File: src/rtl/ntt_batch_memory_ctrl_pkg.sv
// Shared types for the NTT batch memory controller: FSM state encoding and
// the batch-count legality test used when a start is accepted.
package ntt_batch_memory_ctrl_pkg;

  typedef enum logic [2:0] {
    ST_IDLE,
    ST_DELAY,
    ST_STREAM,
    ST_DRAIN,
    ST_DONE
  } state_e;

  // A batch must hold at least one polynomial and no more than 2^logb.
  function automatic logic batch_cfg_ok(input int unsigned bc, input int unsigned logb);
    return (bc != 0) && (bc <= (32'd1 << logb));
  endfunction

endpackage

File: src/rtl/ntt_batch_memory_ctrl_addr_counter.sv
// Saturating up-counter with synchronous clear, used for both the source-read
// and destination-write coefficient streams. Count is one bit wider than the address.
module ntt_batch_memory_ctrl_addr_counter #(
  parameter int W = 7
) (
  input  logic         clk,
  input  logic         rst,
  input  logic         clear_i,
  input  logic         enable_i,
  input  logic [W-1:0] limit_i,
  output logic [W-2:0] addr_o,
  output logic         at_limit_o,
  output logic         last_o
);

  logic [W-1:0] count_q, count_d;

  always_comb begin
    count_d = count_q;
    if (clear_i) begin
      count_d = '0;
    end else if (enable_i && !at_limit_o) begin
      count_d = count_q + 1'b1;
    end
  end

  always_ff @(posedge clk) begin
    if (rst) begin
      count_q <= '0;
    end else begin
      count_q <= count_d;
    end
  end

  assign addr_o     = count_q[W-2:0];
  assign at_limit_o = (count_q == limit_i);
  // High in the cycle that performs the final counted step.
  assign last_o     = enable_i && !at_limit_o && ((count_q + 1'b1) == limit_i);

endmodule

File: src/rtl/ntt_batch_memory_ctrl.sv
// Streams a batch of polynomials from a source BRAM into the SDF NTT core and
// writes its results back to a destination BRAM, with start/busy/done handshake.
module ntt_batch_memory_ctrl
  import ntt_batch_memory_ctrl_pkg::*;
#(
  parameter int LOGN      = 10,
  parameter int LOGB      = 2,
  parameter int START_DLY = 10
) (
  input  logic                 clk,
  input  logic                 rst,
  input  logic                 start,
  input  logic [LOGB:0]        batch_cnt,
  input  logic                 intt_in,
  output logic                 busy,
  output logic                 done,
  output logic                 cfg_err,
  output logic                 ntt_start,
  output logic                 ntt_intt,
  input  logic                 ntt_valid,
  output logic                 read_en,
  output logic [LOGN+LOGB-1:0] read_address,
  output logic                 wea,
  output logic [LOGN+LOGB-1:0] write_address
);

  localparam int AW = LOGN + LOGB;
  localparam int CW = AW + 1;
  localparam int DW = (START_DLY > 1) ? $clog2(START_DLY) : 1;

  state_e        state_q, state_d;
  logic [DW-1:0] dly_q, dly_d;
  logic [LOGB:0] batch_q;
  logic          intt_q;
  logic          cfg_err_q;
  logic          idle_start, accept, reject;
  logic [CW-1:0] total;
  logic          rd_last, rd_at_limit, wr_last, wr_at_limit;

  assign idle_start = (state_q == ST_IDLE) && start;
  assign accept     = idle_start && batch_cfg_ok(32'(batch_cnt), LOGB);
  assign reject     = idle_start && !batch_cfg_ok(32'(batch_cnt), LOGB);
  assign total      = {batch_q, {LOGN{1'b0}}};

  always_ff @(posedge clk) begin
    if (rst) begin
      state_q <= ST_IDLE;
    end else begin
      state_q <= state_d;
    end
  end

  always_comb begin
    state_d = state_q;
    case (state_q)
      ST_IDLE:   if (accept) state_d = ST_DELAY;
      ST_DELAY:  if (dly_q == '0) state_d = ST_STREAM;
      ST_STREAM: if (rd_last || rd_at_limit) state_d = ST_DRAIN;
      ST_DRAIN:  if (wr_last || wr_at_limit) state_d = ST_DONE;
      ST_DONE:   state_d = ST_IDLE;
      default:   state_d = ST_IDLE;
    endcase
  end

  always_comb begin
    busy      = 1'b0;
    done      = 1'b0;
    read_en   = 1'b0;
    ntt_start = 1'b0;
    case (state_q)
      ST_DELAY, ST_DRAIN: busy = 1'b1;
      ST_STREAM: begin
        busy      = 1'b1;
        read_en   = 1'b1;
        ntt_start = 1'b1;
      end
      ST_DONE:   done = 1'b1;
      default:   ;
    endcase
  end

  // Run-time start delay: loaded on accept so every run sees exactly START_DLY busy cycles.
  always_comb begin
    dly_d = dly_q;
    if (accept) begin
      dly_d = DW'(START_DLY - 1);
    end else if ((state_q == ST_DELAY) && (dly_q != '0)) begin
      dly_d = dly_q - 1'b1;
    end
  end

  always_ff @(posedge clk) begin
    if (rst) begin
      dly_q     <= '0;
      batch_q   <= '0;
      intt_q    <= 1'b0;
      cfg_err_q <= 1'b0;
    end else begin
      dly_q     <= dly_d;
      cfg_err_q <= reject;
      if (accept) begin
        batch_q <= batch_cnt;
        intt_q  <= intt_in;
      end
    end
  end

  assign cfg_err  = cfg_err_q;
  assign ntt_intt = intt_q;
  // Results are accepted whenever a run is active, even before the input stream ends.
  assign wea      = busy && ntt_valid && !wr_at_limit;

  ntt_batch_memory_ctrl_addr_counter #(.W(CW)) u_rd_cnt (
    .clk        (clk),
    .rst        (rst),
    .clear_i    (accept),
    .enable_i   (read_en),
    .limit_i    (total),
    .addr_o     (read_address),
    .at_limit_o (rd_at_limit),
    .last_o     (rd_last)
  );

  ntt_batch_memory_ctrl_addr_counter #(.W(CW)) u_wr_cnt (
    .clk        (clk),
    .rst        (rst),
    .clear_i    (accept),
    .enable_i   (wea),
    .limit_i    (total),
    .addr_o     (write_address),
    .at_limit_o (wr_at_limit),
    .last_o     (wr_last)
  );

endmodule

File: config.mk
export PLATFORM = sky130hd
export DESIGN_NAME = ntt_batch_memory_ctrl
export DESIGN_NICKNAME = d
export VERILOG_FILES = /design/src/rtl/ntt_batch_memory_ctrl_pkg.sv /design/src/rtl/ntt_batch_memory_ctrl_addr_counter.sv /design/src/rtl/ntt_batch_memory_ctrl.sv
export SDC_FILE = /design/constraint.sdc
export NUM_CORES = 1
export LEC_CHECK = 0
export BUFFER_PORTS_ARGS = -buffer_cell sky130_fd_sc_hd__buf_2
export CAP_MARGIN = 20
export CORE_MARGIN = 2
export CORE_UTILIZATION = 50
export CTS_BUF_LIST = sky130_fd_sc_hd__clkbuf_8 sky130_fd_sc_hd__clkbuf_16
export DETAILED_ROUTE_END_ITERATION = 8
export PLACE_DENSITY = 0.7
export SYNTH_ARGS = -nofsm -noshare
export SYNTH_HDL_FRONTEND = slang
export SYNTH_HIERARCHICAL = 1
export SYNTH_SLANG_ARGS = --single-unit
File: constraint.sdc
create_clock -name clk -period 5.06 [get_ports clk]
set_input_delay 0.253 -clock clk [delete_from_list [all_inputs] [get_ports clk]]
set_output_delay 0.253 -clock clk [all_outputs]
set_load 0.02 [all_outputs]
# Yosys cells after proc, flatten, opt, wreduce, memory -nomap -nowiden
# Index checks and enable logic that the tools add are counted.
# word_totals
elab_cells	58
reg_bits	38
# op_classes
add_sub_neg	3
n_eq_ne	12
reduce_logical	24
order_cmp	1
mux	10
# ops
operator	count
== test 13 bit	4
adder 13 x 1 -> 13 bit, second input constant	2
2-to-1 mux 3 bit	4
one-hot mux 3 bit (4 select lines)	1
logical AND 1 bit	11
2-to-1 mux 4 bit	2
inequality test 2 bit, second input constant	4
== test 3 x 2 -> 1 bit, second input constant	2
logical NOT 4 bit	1
AND reduction 4 bit	1
nonzero test 4 bit	1
subtractor 4 x 1 -> 4 bit, second input constant	1
== test 3 x 1 -> 1 bit, second input constant	1
== test 3 bit, second input constant	1
<= comparator 3 bit, second input constant	1
logical NOT 1 bit	3
logical NOT 3 bit	1
2-to-1 mux 1 bit	3
nonzero test 3 bit	1
OR reduction 3 bit	1
logical OR 1 bit	2
nonzero test 2 bit	1
OR reduction 2 bit	1

# Logic depth before layout (Yosys ltp)
# logic_depth
depth_word	10
ltp_mapped	12
ltp_nobuf	11

# Hierarchy
# The synthesis kept the hierarchy.
# by_module_without_submodules
module	cells_per_inst	area_per_inst_um2	seq_area_each_um2	instances
ntt_batch_memory_ctrl_addr_counter	149	1238.7	260.2	2
ntt_batch_memory_ctrl	72	661.9	240.2	1

# Worst setup path before layout
# Ideal clock, no wire load.
# synth_timing
path_kind	register to register
start	register u_wr_cnt.count_q[2]
end	register state_q[0]
n_path_buf	1
stages_incl_launch_ff	13
path_slack_ns	2.421
arrival_time_ns	2.504
period_less_slack_ns	2.639
required_time_ns	4.926
path_cell_list	dfxtp_1 buf_2 xor2_1 nor4b_4 nand4_2 nor2_1 and3b_1 o21ai_4 or3_1 nor4_2 or2_2 a2bb2oi_1 a31oi_1
# synth_between
elab_chain_cells	8
elab_cells_between_ends	10
cone_classes	1 x add/sub; 3 x eq/ne; 6 x reduce/logical
# synth_rtl
element	line_no	source
from (decl)	ntt_batch_memory_ctrl_addr_counter.sv:16	logic [W-1:0] count_q, count_d;
from (signal assigned)	ntt_batch_memory_ctrl_addr_counter.sv:31	count_q <= count_d;
== test 13 bit	ntt_batch_memory_ctrl_addr_counter.sv:36	assign at_limit_o = (count_q == limit_i);
net wr_at_limit	ntt_batch_memory_ctrl.sv:38	logic rd_last, rd_at_limit, wr_last, wr_at_limit;
logical NOT 1 bit	ntt_batch_memory_ctrl.sv:111	assign wea = busy && ntt_valid && !wr_at_limit;
logical AND 1 bit	ntt_batch_memory_ctrl.sv:111	
net wea	ntt_batch_memory_ctrl.sv:23	output logic wea,
logical AND 1 bit (2 in series)	ntt_batch_memory_ctrl_addr_counter.sv:38	assign last_o = enable_i && !at_limit_o && ((count_q + 1'b1) == limit_i);
net wr_last	ntt_batch_memory_ctrl.sv:38	
logical OR 1 bit	ntt_batch_memory_ctrl.sv:59	ST_DRAIN: if (wr_last || wr_at_limit) state_d = ST_DONE;
inequality test 2 bit (no line)	--	
AND reduction 4 bit (no line)	--	
to (signal assigned)	ntt_batch_memory_ctrl.sv:49	state_q <= state_d;
to (decl)	ntt_batch_memory_ctrl.sv:31	state_e state_q, state_d;
# The timed path passes the listed nets, and every way through them passes these cells.
# A chain may end at the register's enable or synchronous reset.

# Worst setup path in the final report
# layout_timing
start	register u_wr_cnt.count_q[2]
end	register state_q[0]
# layout_between
elab_chain_cells	8
elab_cells_between_ends	10
cone_classes	1 x add/sub; 3 x eq/ne; 6 x reduce/logical
# layout_rtl
element	line_no
== test 13 bit *	ntt_batch_memory_ctrl_addr_counter.sv:36
net wr_at_limit	ntt_batch_memory_ctrl.sv:38
logical NOT 1 bit *	ntt_batch_memory_ctrl_addr_counter.sv:38, ntt_batch_memory_ctrl.sv:111
logical AND 1 bit	ntt_batch_memory_ctrl.sv:111
logical AND 1 bit * (2 in series)	ntt_batch_memory_ctrl_addr_counter.sv:38
net wr_last	ntt_batch_memory_ctrl.sv:38
logical OR 1 bit *	ntt_batch_memory_ctrl.sv:59
inequality test 2 bit (no line) *	--
AND reduction 4 bit (no line) *	--
# The timed path passes the listed nets; every way through them passes the cells marked *.

==> summary.md <==
| Metric | Value |
|---|---|
| Crit Path Max Fanout | 19 |
| #FFs+latches synth | 38 |
| Core ar. | 0.005991 mm2 |
| Ports | 39 |
| Worst setup SP type | flip-flop |
| Largest net degree at the start of global routing | 20 |
| Internal power | 446.7 uW |
| Synth top area cells | dfxtp_1 (24%), xor2_1 (8.4%), buf_4 (6.0%), xnor2_1 (4.5%), o211ai_1 (3.6%) |
| CTS Buf Count | 5 |
| Switch share | 31.56% |
| Final nets | around 420 |
| Clock buffer depth | 2 |
| Slowest cell on crit path | dfxtp_1 |
| Ant. Diodes | 0 |
| Hold_buf cts | 0 |
| CP Capture Type | flip-flop |
| Rows | 28 |
| Vias in the first global route | 2429 |
| Global Route met2 Usage | 34.68% |
| Hold Crit Class | in2reg |
| Clock Skews | ~0.0070 ns |
| Antenna Nets Post-Route | 0 |
| Critical path cell sequence | xor2_1, nor4b_4, nand4_2, nor2_1, and3b_1, o21ai_4, or3_1, nor4_2, or2_2, a2bb2oi_1, a31oi_1 |
| Routed wire length | 6936 um |
| Setup tns final | 0 ns |
| Design area | 0.003343 mm2 |
| GR Util met1 | 25.21% |
| Mapped Cells | 370 |
| XOR/XNOR Fraction of Synth Area | 13.87% |
| FF-to-FF Start | u_wr_cnt/count_q[2]$_SDFFE_PP0P_ |
| Post-CTS Setup Inserts | 0 |
| Starting DRC count in detailed routing | 121 |
| # port buffers | 38 |
| Die W | 83.24 um |
| H-Tree Depth | 2 |
| Synth Area in Adders | under 10% |
| Grt total ovfl | 0 |
| Max-slew headroom | between 60% and 70% |
| Combinational fraction of design power | about a fifth |
| Leakage | 1.375 nW |
| Pre-CTS setup slack | roughly 2.3 ns |
| Wirelength per Cell | 14.24 um |
| Ys async rst share | 0% |
| Inst Count DP | between 400 and 500 |
| DRC Markers | 0 |
| Via count | 2679 |
| Synth Area in Simple Gates | 29.93% |
| Placed Area | 0.003264 mm2 |
| Clk sinks | 38 |
| First-pass DRT Iterations | 4 |
| CTS tree | done |
| Worst path max stage delay | 0.51 ns |
| Final WS setup | 2.253 ns |
| Max Slew Vio Count | 0 |
| Post-synthesis mux area share | 1.913% |
| Endpoints failing setup | 0 |
| CTS resizes | 0 |
| First-pass GRT wire length | 11670 um |
| Final Hold Violating Endpoints | 0 |
| F_max | 356.2 MHz |
| Clock network power share | a little under a third |
| Dominant cell type by area after synthesis | dfxtp_1 |
| Reg2Reg Depth | 11 |
| Largest family of logic cells by synthesized area | simple AND/OR/NAND/NOR gates |
| Grt met3 use | 5.070% |
| Most used routing layer | met2 |
| Mapped Area | 0.003139 mm2 |
| Setup Crit Path Kind | reg2reg |
| Period Utilization, post-route | 55.48% |
| Unrepaired setup endpoints after global routing | no |
| Syn_area_per_cell | 8.484 um2 |
| Die Y | 83.24 um |
| Critical Path Source | u_wr_cnt/count_q[2]$_SDFFE_PP0P_ |
| Worst-path clk slew | 0.07 ns |
| CP endpoint | state_q[0]$_SDFFE_PP0P_ |
| Yosys warning count | 6 |
| Crit Reg-Reg Endpoint | state_q[0]$_SDFFE_PP0P_ |
| Switch Pwr | 206.0 uW |
| Worst EP arrival | just under 3 ns |
| # fillers | about 570 |
| Worst skew pair latency | around 0.3 ns |
| Top_reg_cell synth | dfxtp_1 |
| Initial antenna violation count | 0 |
| Required @ worst endpoint | about 5.2 ns |
| Total track usage | between 20% and 30% |
| Post-synthesis compound-gate area fraction | 17.82% |
| Share of power burned in registers | 48.9% |
| PwrDens | 195.2 mW/mm2 |
| Share of cells above drive strength 1 | between 10% and 20% |
| CTS root buffer | clkbuf_8 |
| Buf/Inv on CP | 0 |
| Worst-Margin Slew | 0.5191 ns |
| EDFF count, synth | 0 |
| Share of the synthesized area in the top cell type | roughly 24% |
| Routability Congestion | roughly 0.87 |
| Post-route insts no fill | 487 |
| Via density | 5.501 |
| Worst IR Drop VDD | 0.1138 mV |
| DPL Wire Length | 5189 um |
| R2R Setup Slk | 2.25 ns |
| Post-layout util | between 50% and 60% |
| Status | completed |
| Total power | 652.8 uW |
| # Max-Cap Violations | 0 |
| Number of cells on the critical path | 11 |
| Hold_ws | between 0.2 and 0.25 ns |
| Synth cell types | 61 |
| Initial Util | 52.40% |
| Die ar. | 0.006928 mm2 |
| Seq/Total Area, Yosys | about a quarter |
| Crit-path leading delay family | simple AND/OR/NAND/NOR gates |
| Synthesis-to-finish area growth | 6.497% |
| Fin crit period | between 2 and 3 ns |
==> state kept, by name (all words and copies together) (netlist names) <==
signal            count
cfg_err               1
u_wr_cnt/count_q     13
dly_q                 4
batch_q               3
state_q               3
u_rd_cnt/count_q     13
ntt_intt              1
==> worst register-to-register path: stages (launching register included) <==
cell and delay [ns]:
dfxtp_1 0.51, xor2_1 0.27, nor4b_4 0.07, nand4_2 0.14
nor2_1 0.08, and3b_1 0.34, o21ai_4 0.19, or3_1 0.42
nor4_2 0.25, or2_2 0.15, a2bb2oi_1 0.16, a31oi_1 0.10
==> power by group through the flow <==
stage               clock [mW]  combinational (mW)  sequential, mW
finish                   0.206               0.128           0.319
global route             0.225               0.142           0.321
CTS                      0.216               0.128           0.319
detailed placement           0               0.127           0.326
global placement             0               0.125           0.326
floorplan                    0               0.105           0.323
==> cell usage after synthesis, types with 3 or more instances <==
cell type and count:
o31ai_1 5, xor2_1 30, o211ai_1 15, o2111ai_1 4
ha_1 3, dfxtp_1 38, or4_1 14, clkbuf_1 3
inv_1 10, a31oi_1 3, a21o_1 3, nand4_1 5
nand4_2 4, or2_2 5, nand3_1 12, mux2i_1 6
nand3b_1 3, nor3b_1 7, buf_4 25, nor3_1 8
nor2_1 25, nor4_2 4, xnor2_1 16, nand2_1 23
buf_2 7, o21ai_0 15, buf_6 6, a21oi_1 13
and3b_1 3, or3_1 11
==> per-layer routing <==
| layer | part of all wire (%) | routed length, um |
|---|---|---|
| met1 | 46 | 3214 |
| met2 | 48 | 3355 |
| met3 | 3.9 | 268 |
| met4 | 1.4 | 97 |
| met5 | 0 | 0 |
==> cell usage in the layout, fill, tap and decap left out, types with 4 or more instances in the layout <==
cell type / netlist / routed
xnor2_1: 16 / 16
nor3_1: 8 / 8
clkbuf_8: 0 / 5
nor4_2: 4 / 4
dfxtp_1: 38 / 38
inv_1: 10 / 10
mux2i_1: 6 / 6
nand4_2: 4 / 4
o21ai_0: 15 / 15
xor2_1: 30 / 30
nor2_1: 25 / 25
a21oi_1: 13 / 13
or4_1: 14 / 14
buf_2: 7 / 38
or3_1: 11 / 11
o211ai_1: 15 / 15
nor3b_1: 7 / 7
o2111ai_1: 4 / 4
nand3_1: 12 / 12
o31ai_1: 5 / 5
conb_1: 1 / 40
or2_2: 5 / 5
nand4_1: 5 / 5
nand2_1: 23 / 23
==> layout make-up <==
| type | count | area, um2 | share of cell area [%] |
|---|---|---|---|
| timing repair buffer | 38 | 190.2 | 5.689 |
| inverter | 10 | 37.54 | 1.123 |
| tap | 75 | 93.84 | 2.807 |
| sequential | 38 | 760.7 | 22.75 |
| multi-input combinational | 319 | 2182 | 65.27 |
| clock buffer | 5 | 68.82 | 2.058 |
| clock inverter | 2 | 10.01 | 0.2994 |
==> how the worst min path moves through the flow <==
stage | startpoint | endpoint | slack [ns] | depth (start not counted)
floorplan | intt_in | ntt_intt$_SDFFE_PP0P_ | 0.40 | 2
global placement | ntt_intt$_SDFFE_PP0P_ | ntt_intt$_SDFFE_PP0P_ | 0.46 | 2
detailed placement | ntt_intt$_SDFFE_PP0P_ | ntt_intt$_SDFFE_PP0P_ | 0.47 | 2
CTS | intt_in | ntt_intt$_SDFFE_PP0P_ | 0.21 | 3
global route | intt_in | ntt_intt$_SDFFE_PP0P_ | 0.22 | 3
finish | intt_in | ntt_intt$_SDFFE_PP0P_ | 0.22 | 3
==> cell families after synthesis <==
group | count (synthesis)
AOI/OAI and AO/OA | 77
xor gates and xnor gates | 48
adders and majority gates | 3
buffers and inverters | 52
DFF | 38
muxes | 6
other | 1
and+or+nand+nor | 145
(Power assumes the default switching activity.)
